[src/rtl/irrigation_actuator_driver_if.sv]
// Command/drive bundle between the irrigation controller and the actuator
// driver. The master side issues the four commands (E, Al, Bs, Vs) and
// observes the physical drive and status signals produced by the slave.
interface irrigation_actuator_driver_if;
    logic       E;
    logic       Al;
    logic       Bs;
    logic       Vs;
    logic       pump_on;
    logic       valve_on;
    logic       alarm_led;
    logic       fault;
    logic       busy;
    logic [1:0] state;

    modport master (
        output E, Al, Bs, Vs,
        input  pump_on, valve_on, alarm_led, fault, busy, state
    );

    modport slave (
        input  E, Al, Bs, Vs,
        output pump_on, valve_on, alarm_led, fault, busy, state
    );
endinterface

[src/rtl/irrigation_actuator_driver.sv]
// Actuator stage for the irrigation controller. It turns the E/Al/Bs/Vs
// commands into pump and drip-valve drive with minimum on-time, dead time
// between activations, command priority, fault latching and an alarm blinker.
// Optional build macro: IRR_SYNC_EN adds a two-flop synchronizer on each
// command input (adds 2 cycles of latency); left undefined, commands must
// already be synchronous to clk.
module irrigation_actuator_driver #(
    parameter int MIN_ON     = 4,
    parameter int DEAD       = 2,
    parameter int BLINK_HALF = 3,
    parameter int CNT_W      = 8
) (
    input  logic                          clk,
    input  logic                          rst_n,
    irrigation_actuator_driver_if.slave   bus
);

    typedef enum logic [1:0] {
        IDLE     = 2'd0,
        SPRINKLE = 2'd1,
        DRIP     = 2'd2,
        FAULT    = 2'd3
    } state_t;

    localparam logic [CNT_W-1:0] MIN_ON_LOAD = CNT_W'(MIN_ON - 1);
    localparam logic [CNT_W-1:0] DEAD_LOAD   = CNT_W'(DEAD - 1);
    localparam logic [CNT_W-1:0] BLINK_LOAD  = CNT_W'(BLINK_HALF - 1);

    // Command bits as seen by the state machine: {E, Al, Bs, Vs}
    logic [3:0] cmd_raw;
    logic [3:0] cmd;
    logic       e_in, al_in, bs_in, vs_in;

    assign cmd_raw = {bus.E, bus.Al, bus.Bs, bus.Vs};

`ifdef IRR_SYNC_EN
    logic [3:0] sync1_reg;
    logic [3:0] sync2_reg;

    // Two-stage synchronizer for commands coming from another clock domain
    always_ff @(posedge clk or negedge rst_n) begin
        if (!rst_n) begin
            sync1_reg <= '0;
            sync2_reg <= '0;
        end else begin
            sync1_reg <= cmd_raw;
            sync2_reg <= sync1_reg;
        end
    end

    assign cmd = sync2_reg;
`else
    assign cmd = cmd_raw;
`endif

    assign {e_in, al_in, bs_in, vs_in} = cmd;

    state_t           state_reg,  state_next;
    logic [CNT_W-1:0] cnt_reg,    cnt_next;
    logic [CNT_W-1:0] blink_reg,  blink_next;
    logic             led_reg,    led_next;

    // State, dwell counter and blink registers
    always_ff @(posedge clk or negedge rst_n) begin
        if (!rst_n) begin
            state_reg <= IDLE;
            cnt_reg   <= '0;
            blink_reg <= '0;
            led_reg   <= 1'b0;
        end else begin
            state_reg <= state_next;
            cnt_reg   <= cnt_next;
            blink_reg <= blink_next;
            led_reg   <= led_next;
        end
    end

    // Next-state and dwell-counter logic; E and Bs&Vs override everything
    always_comb begin
        state_next = state_reg;
        cnt_next   = cnt_reg;
        if (e_in || (bs_in && vs_in)) begin
            state_next = FAULT;
            cnt_next   = '0;
        end else begin
            unique case (state_reg)
                FAULT: begin
                    state_next = IDLE;
                    cnt_next   = DEAD_LOAD;
                end
                IDLE: begin
                    // A pending dead time blocks any start, alarm or not
                    if (cnt_reg != '0) begin
                        cnt_next = cnt_reg - 1'b1;
                    end else if (!al_in) begin
                        if (bs_in) begin
                            state_next = SPRINKLE;
                            cnt_next   = MIN_ON_LOAD;
                        end else if (vs_in) begin
                            state_next = DRIP;
                            cnt_next   = MIN_ON_LOAD;
                        end
                    end
                end
                SPRINKLE, DRIP: begin
                    // Exit always goes through IDLE so a switch gets dead time
                    if (al_in) begin
                        state_next = IDLE;
                        cnt_next   = DEAD_LOAD;
                    end else if (cnt_reg != '0) begin
                        cnt_next = cnt_reg - 1'b1;
                    end else if ((state_reg == SPRINKLE) ? !bs_in : !vs_in) begin
                        state_next = IDLE;
                        cnt_next   = DEAD_LOAD;
                    end
                end
                default: begin
                    state_next = IDLE;
                    cnt_next   = '0;
                end
            endcase
        end
    end

    // Alarm blinker: first Al cycle lights the LED, then it toggles every
    // BLINK_HALF cycles; FAULT forces the LED on separately at the output
    always_comb begin
        led_next   = 1'b0;
        blink_next = '0;
        if (al_in && (state_next != FAULT)) begin
            if (blink_reg == '0) begin
                led_next   = ~led_reg;
                blink_next = BLINK_LOAD;
            end else begin
                led_next   = led_reg;
                blink_next = blink_reg - 1'b1;
            end
        end
    end

    assign bus.pump_on   = (state_reg == SPRINKLE);
    assign bus.valve_on  = (state_reg == DRIP);
    assign bus.fault     = (state_reg == FAULT);
    assign bus.alarm_led = (state_reg == FAULT) || led_reg;
    assign bus.busy      = (state_reg != IDLE) || (cnt_reg != '0);
    assign bus.state     = state_reg;

endmodule

[src/flat_wrapper.sv]
// flat-port wrapper written by rule: the top's interface ports become plain ports
module irrigation_actuator_driver_flat 
#(
    parameter int MIN_ON     = 4,
    parameter int DEAD       = 2,
    parameter int BLINK_HALF = 3,
    parameter int CNT_W      = 8
)
  (clk, rst_n, bus_E, bus_Al, bus_Bs, bus_Vs, bus_pump_on, bus_valve_on, bus_alarm_led, bus_fault, bus_busy, bus_state);
  irrigation_actuator_driver_if bus_i ();
  input  logic clk;
  input  logic rst_n;
  input wire logic [$bits(bus_i.E)-1:0] bus_E;
  input wire logic [$bits(bus_i.Al)-1:0] bus_Al;
  input wire logic [$bits(bus_i.Bs)-1:0] bus_Bs;
  input wire logic [$bits(bus_i.Vs)-1:0] bus_Vs;
  output wire logic [$bits(bus_i.pump_on)-1:0] bus_pump_on;
  output wire logic [$bits(bus_i.valve_on)-1:0] bus_valve_on;
  output wire logic [$bits(bus_i.alarm_led)-1:0] bus_alarm_led;
  output wire logic [$bits(bus_i.fault)-1:0] bus_fault;
  output wire logic [$bits(bus_i.busy)-1:0] bus_busy;
  output wire logic [$bits(bus_i.state)-1:0] bus_state;
  assign bus_i.E = bus_E;
  assign bus_i.Al = bus_Al;
  assign bus_i.Bs = bus_Bs;
  assign bus_i.Vs = bus_Vs;
  assign bus_pump_on = bus_i.pump_on;
  assign bus_valve_on = bus_i.valve_on;
  assign bus_alarm_led = bus_i.alarm_led;
  assign bus_fault = bus_i.fault;
  assign bus_busy = bus_i.busy;
  assign bus_state = bus_i.state;
  irrigation_actuator_driver #(.MIN_ON(MIN_ON), .DEAD(DEAD), .BLINK_HALF(BLINK_HALF), .CNT_W(CNT_W)) u_core (.clk(clk), .rst_n(rst_n), .bus(bus_i));
endmodule
[config.mk]
export PLATFORM = sky130hd
export DESIGN_NAME = irrigation_actuator_driver_flat
export DESIGN_NICKNAME = d
export VERILOG_FILES = /design/src/rtl/irrigation_actuator_driver_if.sv /design/src/rtl/irrigation_actuator_driver.sv /design/src/flat_wrapper.sv
export SDC_FILE = /design/constraint.sdc
export NUM_CORES = 1
export LEC_CHECK = 0
export ABC_AREA = 1
export BUFFER_PORTS_ARGS = -buffer_cell sky130_fd_sc_hd__buf_2
export CORE_MARGIN = 3
export CORE_UTILIZATION = 30
export CTS_CLUSTER_SIZE = 40
export DETAILED_ROUTE_END_ITERATION = 7
export GPL_TIMING_DRIVEN = 0
export HOLD_SLACK_MARGIN = 0.06
export PLACE_DENSITY_LB_ADDON = 0.3
export SETUP_SLACK_MARGIN = 0.02
export SYNTH_ARGS = -nofsm -noshare
export SYNTH_HDL_FRONTEND = slang
export SYNTH_SLANG_ARGS = --single-unit
[constraint.sdc]
create_clock -name clk -period 2.2 [get_ports clk]
set_input_delay 0.22 -clock clk [delete_from_list [all_inputs] [get_ports clk]]
set_output_delay 0.22 -clock clk [all_outputs]
set_load 0.05 [all_outputs]
**Word level (Yosys, flattened, before mapping)**

Index checks and enable logic that the tools add are counted.

- Register bits: 19
- Output and inout port bits: 7

- $add $sub $neg: 2
- Equal/unequal tests: 8
- Bitwise logic cells: 1
- Reductions and logical operators: 13
- Muxes and demuxes: 23

Operators by type and width:

| kind | count |
|---|---|
| $mux 8 | 10 |
| $pmux 8 s3 | 1 |
| $mux 2 | 8 |
| $sub 8x1->8 const B | 2 |
| $logic_not 8->1 | 1 |
| $reduce_bool 8->1 | 1 |
| $pmux 2 s3 | 1 |
| $ne 5x2->1 const B | 1 |
| $ne 5x3->1 const B | 1 |
| $eq 2x2->1 const B | 2 |
| $ne 2x2->1 const B | 2 |
| $ne 4x2->1 const B | 1 |
| $logic_or 1x1->1 | 3 |
| $mux 1 | 3 |
| $reduce_and 3->1 | 1 |
| $eq 2x1->1 const B | 1 |
| $logic_and 1x1->1 | 2 |
| $logic_not 1->1 | 2 |
| $logic_not 2->1 | 1 |
| $reduce_bool 2->1 | 1 |
| $reduce_or 2->1 | 1 |
| $not 1->1 | 1 |

**Logic depth before layout (Yosys ltp)**

- Depth in word-level cells: 10
- Depth in mapped cells: 14

**Worst setup path after synthesis**

Ideal clock, no wire load.

- Path type: reg2reg
- From: reg u_core.state_reg[0], in the netlist u_core.bus.state[0]
- To: reg u_core.blink_reg[0]
- Period minus slack after synthesis: 2.191 ns
- Data required time: 2.130 ns
- Setup slack: 0.009 ns
- Arrival time: 2.121 ns
- Stages on the path, launching flop included: 12
- Setup time: 0.070 ns
- Path buffers: 0
- Path through: dfrtp_1 -> ha_1 -> nand2_1 -> o21ai_1 -> nand2_2 -> nand3_2 -> nand2_1 -> nand2_2 -> nand2_2 -> nand2_2 -> nand2_4 -> nor2_2

- Longest elaborated chain between the ends: 10

RTL lines:

| element | line | text |
|---|---|---|
| from (decl) | irrigation_actuator_driver.sv:58 | `state_t state_reg, state_next;` |
| from (signal assigned) | irrigation_actuator_driver.sv:71 | `state_reg <= state_next;` |
| $eq 2x1->1 (*) | n/a |  |
| net bus_pump_on | flat_wrapper.sv:17 | `output wire logic [$bits(bus_i.pump_on)-1:0] bus_pump_on;` |
| $mux 1 | irrigation_actuator_driver.sv:112 | `end else if ((state_reg == SPRINKLE) ? !bs_in : !vs_in) begin` |
| $mux 2 | irrigation_actuator_driver.sv:112 |  |
| $mux 2 | irrigation_actuator_driver.sv:110 | `end else if (cnt_reg != '0) begin` |
| $mux 2 | irrigation_actuator_driver.sv:107 | `if (al_in) begin` |
| $pmux 2 s3 (*) | irrigation_actuator_driver.sv:86 | `unique case (state_reg)` |
| $mux 2 (*) | irrigation_actuator_driver.sv:82 | `if (e_in \|\| (bs_in && vs_in)) begin` |
| net u_core.state_next[1] | irrigation_actuator_driver.sv:58 |  |
| $ne 2x2->1 (*) | irrigation_actuator_driver.sv:130 | `if (al_in && (state_next != FAULT)) begin` |
| $logic_and 1x1->1 (*) | irrigation_actuator_driver.sv:130 |  |
| $mux 8 (*) | irrigation_actuator_driver.sv:130 |  |
| net u_core.blink_next[0] | irrigation_actuator_driver.sv:60 | `logic [CNT_W-1:0] blink_reg, blink_next;` |
| to (signal assigned) | irrigation_actuator_driver.sv:73 | `blink_reg <= blink_next;` |
| to (decl) | irrigation_actuator_driver.sv:60 |  |

The timed path passes the listed nets; every way through them passes the cells marked *.
A chain may end at the register's enable or synchronous reset.

**Worst setup path in the final report**

- From: reg u_core.state_reg[0], in the netlist u_core.bus.state[0]
- To: reg u_core.cnt_reg[6]

- Longest elaborated chain between the ends: 4

RTL lines:

| element | line | text |
|---|---|---|
| $eq 2x1->1 or $eq 2x2->1 (tied branches) | irrigation_actuator_driver.sv:86, irrigation_actuator_driver.sv:112 |  |
| $reduce_or 2->1 or $mux 1 (tied branches) | irrigation_actuator_driver.sv:86, irrigation_actuator_driver.sv:112 |  |
| $ne 5x2->1 (no source line) or $pmux 8 s3 (tied branches) | n/a |  |
| $reduce_and 3->1 (no source line) or $mux 8 (tied branches) | n/a |  |
| to (signal assigned) | irrigation_actuator_driver.sv:72 | `cnt_reg <= cnt_next;` |
| to (decl) | irrigation_actuator_driver.sv:59 | `logic [CNT_W-1:0] cnt_reg, cnt_next;` |

Several ways; a longest one is shown, not always the timed one.

==> results.txt <==
- The run finished with clean final reports.
* Number of levels the H-tree was split into: 1
- In this run the worst hold path is classified as in2reg.
* Post-detailed-route via-to-cell ratio: 4.46
- Cell types with the largest area share after synthesis: dfrtp_1 (37%), nand2_1 (9.4%), ha_1 (6.8%)
- Initial core utilization: 0.316
- Remaining antenna violation count: 0
- The synthesized netlist occupies a cell area of 1280 sq um.
- Before antenna repair, the detailed router went through 3 iterations.
- Pwr dens: 996 nW/um^2
- Max cap viols: 0
* Hold path startpoint: bus_E
- The number of buffers and inverters on the critical path is 4.
* Place WS: 0.148 ns
* Most numerous cell in the Yosys netlist: nand2_1
- The synthesized design contains 19 register bits.
* Max stage delay cell, worst path: dfrtp_2
* Worst-Skew Late Latency: 0.25 ns
- Setup violations remaining at the end of the flow were counted as 0.
* Number of enable-type register cells in the synthesized netlist: 0
* DIE AREA: 5100 sq um
* GRT Overall Usage: 0.101
* Die W: 71.4 um
- Along the worst hold path, the cell count comes to 3.
- The routed design could run at a clock period as short as 1.94 ns.
- At the worst endpoint, the arrival time is 2.11 ns.
- Largest fanout on the critical path: 8
* CP Launch Point: u_core.bus.state[0]
- Count of pins on the block boundary: 13
* Per-cell routed wire length: 10.7 um
- The longest clock path from root to sink contains 2 buffers.
* Area used by multi-input combinational logic: 719 sq um
- Initial DRC Count: 41
- Summing over every cut layer, the via total after detailed routing is 990.
- Total of fill cells in the finished design: 437
- For flop-to-flop paths, the worst setup slack is 0.26 ns.
- Final-report max-slew violation count: 0
- Worst clock skew on the final layout: 0.00153 ns
* Worst Hold Margin: 0.233 ns
- Vias in the first global route: 989
- Counting every sink on the clock net gives 19.
- Combined flip-flop and latch cell area: 478 sq um
* Most frequent cell on the critical path: inv_1
* Worst Setup Start Kind: register
* Max Clk Rate: 0.516 GHz
* Setup Crit Path Kind: reg2reg
* Primary flip-flop cell chosen by synthesis mapping: dfrtp_1
- Delay contributed by the slowest stage of the critical path: 0.45 ns
- Buffers added to address setup during post-CTS repair amount to 0.
- For the worst setup path, the data required time is 2.38 ns.
* RePlAce Congestion: 0.787
- In this run, CTS created clock tree buffers numbering 3.
- Layout overhead on the synthesized area: 14.0%
- Core Box Area: 4060 sq um
- Counting instances in the post-synthesis netlist gives the leading cell types as nand2_1 (32), dfrtp_1 (19), inv_1 (19).
* Mean instance size in the synthesized netlist: 8.22 sq um
* Cell count of the worst reg-to-reg path: 10
- Total negative slack for setup checks: 0 ns
* Number of antenna violations at the first check in global routing: 0
* RSZ-0062 raised after global routing: false
- Number of buffers inserted by port buffering: 11
* Seq/Total Area, Yosys: 0.371
- For this run the aggregate overflow at the end of global routing stands at 0.
- Largest net degree at the start of global routing: 20
* Height of the die: 71.4 um
- Launch instance of the worst register-to-register path: u_core.bus.state[0]
- The final layout contains routed wiring with a total length of 2380 um.
- The first global-routing pass estimated 4260 um of wire.
- Once detailed placement completed, the half-perimeter wirelength came to 1800 um.
- Yosys Warn Count: 0
- VDD sags by at most 0.349 mV.
* Cell type contributing the most total cell area after synthesis: dfrtp_1
- Cells after synthesis: 156
- Net count of the mapped netlist: 169
- The worst hold path terminates at u_core.bus.state[0].
* Clock root buffer master: clkbuf_8
* Post-synthesis async set-or-reset flop share: 1.00
- The repair_antennas step left the layout with diodes totalling 0.
- The floorplan has 23 rows.
* Share of final-layout standard cells stronger than drive strength 1: 0.297
- Fraction of post-synthesis cell area in the top cell type by area: 0.371
- Setup slack closes at 0.260 ns.
- STA classifies the critical path endpoint as a register.
* Total DRC errors in the routed layout: 0
- The number of hold violations in the final report was 0.
- The critical path goes through inv_1 -> ha_1 -> inv_1 -> nor2_4 -> inv_1 -> o22ai_2 -> nand3_2 -> nand2_1 -> inv_2 -> nor3_2.
- Clock-pin slew on the worst setup and hold paths: 0.07 ns
- Summed over all cells, the static leakage comes to 0.000746 uW.
* TritonCTS clock tree: done
- Synthesis instantiated 31 different standard cells from the library.
* Endpoint of the most critical register-to-register path: u_core.cnt_reg[6]
* Period utilisation layout: 0.882
* Cell class contributing the biggest share of worst-path delay: simple AND/OR/NAND/NOR gates
- For the pin with the worst max-slew slack, the measured transition is 0.422 ns.
* Max-slew headroom: 0.719
* Number of nets in the layout: 186
-- power by group --
part           internal (uW)  switching, uW
clock                    126            111
sequential               411           55.9
combinational            271            482
-- through the flow --
| step | std cells | area (sq um) | util | power (uW) |
|---|---|---|---|---|
| finish | 222 | 1460 | 0.360 | 1460 |
| global route | 222 | 1460 | 0.360 | 1600 |
| CTS | 222 | 1460 | 0.360 | 1480 |
| detailed placement | 217 | 1400 | 0.346 | 1230 |
| global placement | 217 | 1400 | 0.346 | 1220 |
| floorplan | 156 | 1280 | - | 1100 |
-- layout make-up --
cell class                 instances  area share
sequential                        19       0.327
inverter                          21      0.0539
multi-input combinational        115       0.492
clock inverter                     1     0.00342
tap                               50      0.0428
clock buffer                       3      0.0283
buffer                             1     0.00771
timing repair buffer              12      0.0445
-- tightest hold or removal path: stages --
cell and delay, ns:
buf_2 0.08, a21oi_2 0.06, nand2_2 0.08
-- cells by family (layout without fill, tap and decap cells) --
logic type      count (synthesis)  count (layout)  synth area share
xor+xnor                        7               7            0.0478
fa+ha+maj                       7               7            0.0683
compound gates                 21              21             0.101
flops                          19              19             0.371
simple gates                   80              80             0.342
buf+inv                        22              38            0.0702
-- worst max path at each step --
stage                         to  slack [ns]  cells past startpoint
2_1_floorplan  u_core.cnt_reg[3]         0.1                     10
3_3_place_gp   u_core.cnt_reg[3]        0.15                     10
3_5_place_dp   u_core.cnt_reg[3]        0.15                     10
4_1_cts        u_core.cnt_reg[3]        0.14                     10
5_1_grt        u_core.cnt_reg[6]        0.04                     10
6_report       u_core.cnt_reg[6]        0.26                     10
-- layer usage --
metal  global-route usage  vias to the layer above  wire, um
met5                    0                        -         0
met4               0.0313                        0        26
met3               0.0168                        4        85
met2                0.166                       13      1060
met1                0.137                      442      1210
li1                     -                      531         -
-- cells in the final DEF (no fill, tap or decap), types with 2 or more instances in the layout --
cell type,Yosys,layout
dfrtp_1,19,17
a21oi_2,2,2
inv_1,19,19
nor2_2,10,10
nand3_2,5,5
nor3_1,5,5
nand3b_1,2,2
nor2_1,11,11
nand2_2,6,6
ha_1,7,6
clkbuf_8,0,3
o21ai_0,4,4
a21oi_1,6,6
xor2_1,6,6
nand2_1,32,32
nand3_1,2,2
inv_2,2,2
dfrtp_2,0,2
buf_2,0,11
o21ai_1,4,4
-- timing repair --
item / in CTS / in global routing
hold endpoints to repair: 19 / 0
endpoints found under the setup margin: 0 / 5
resized for setup: 0 / 2
hold buffers: 1 / 0
No activity file was read; power rests on OpenSTA's default activity.
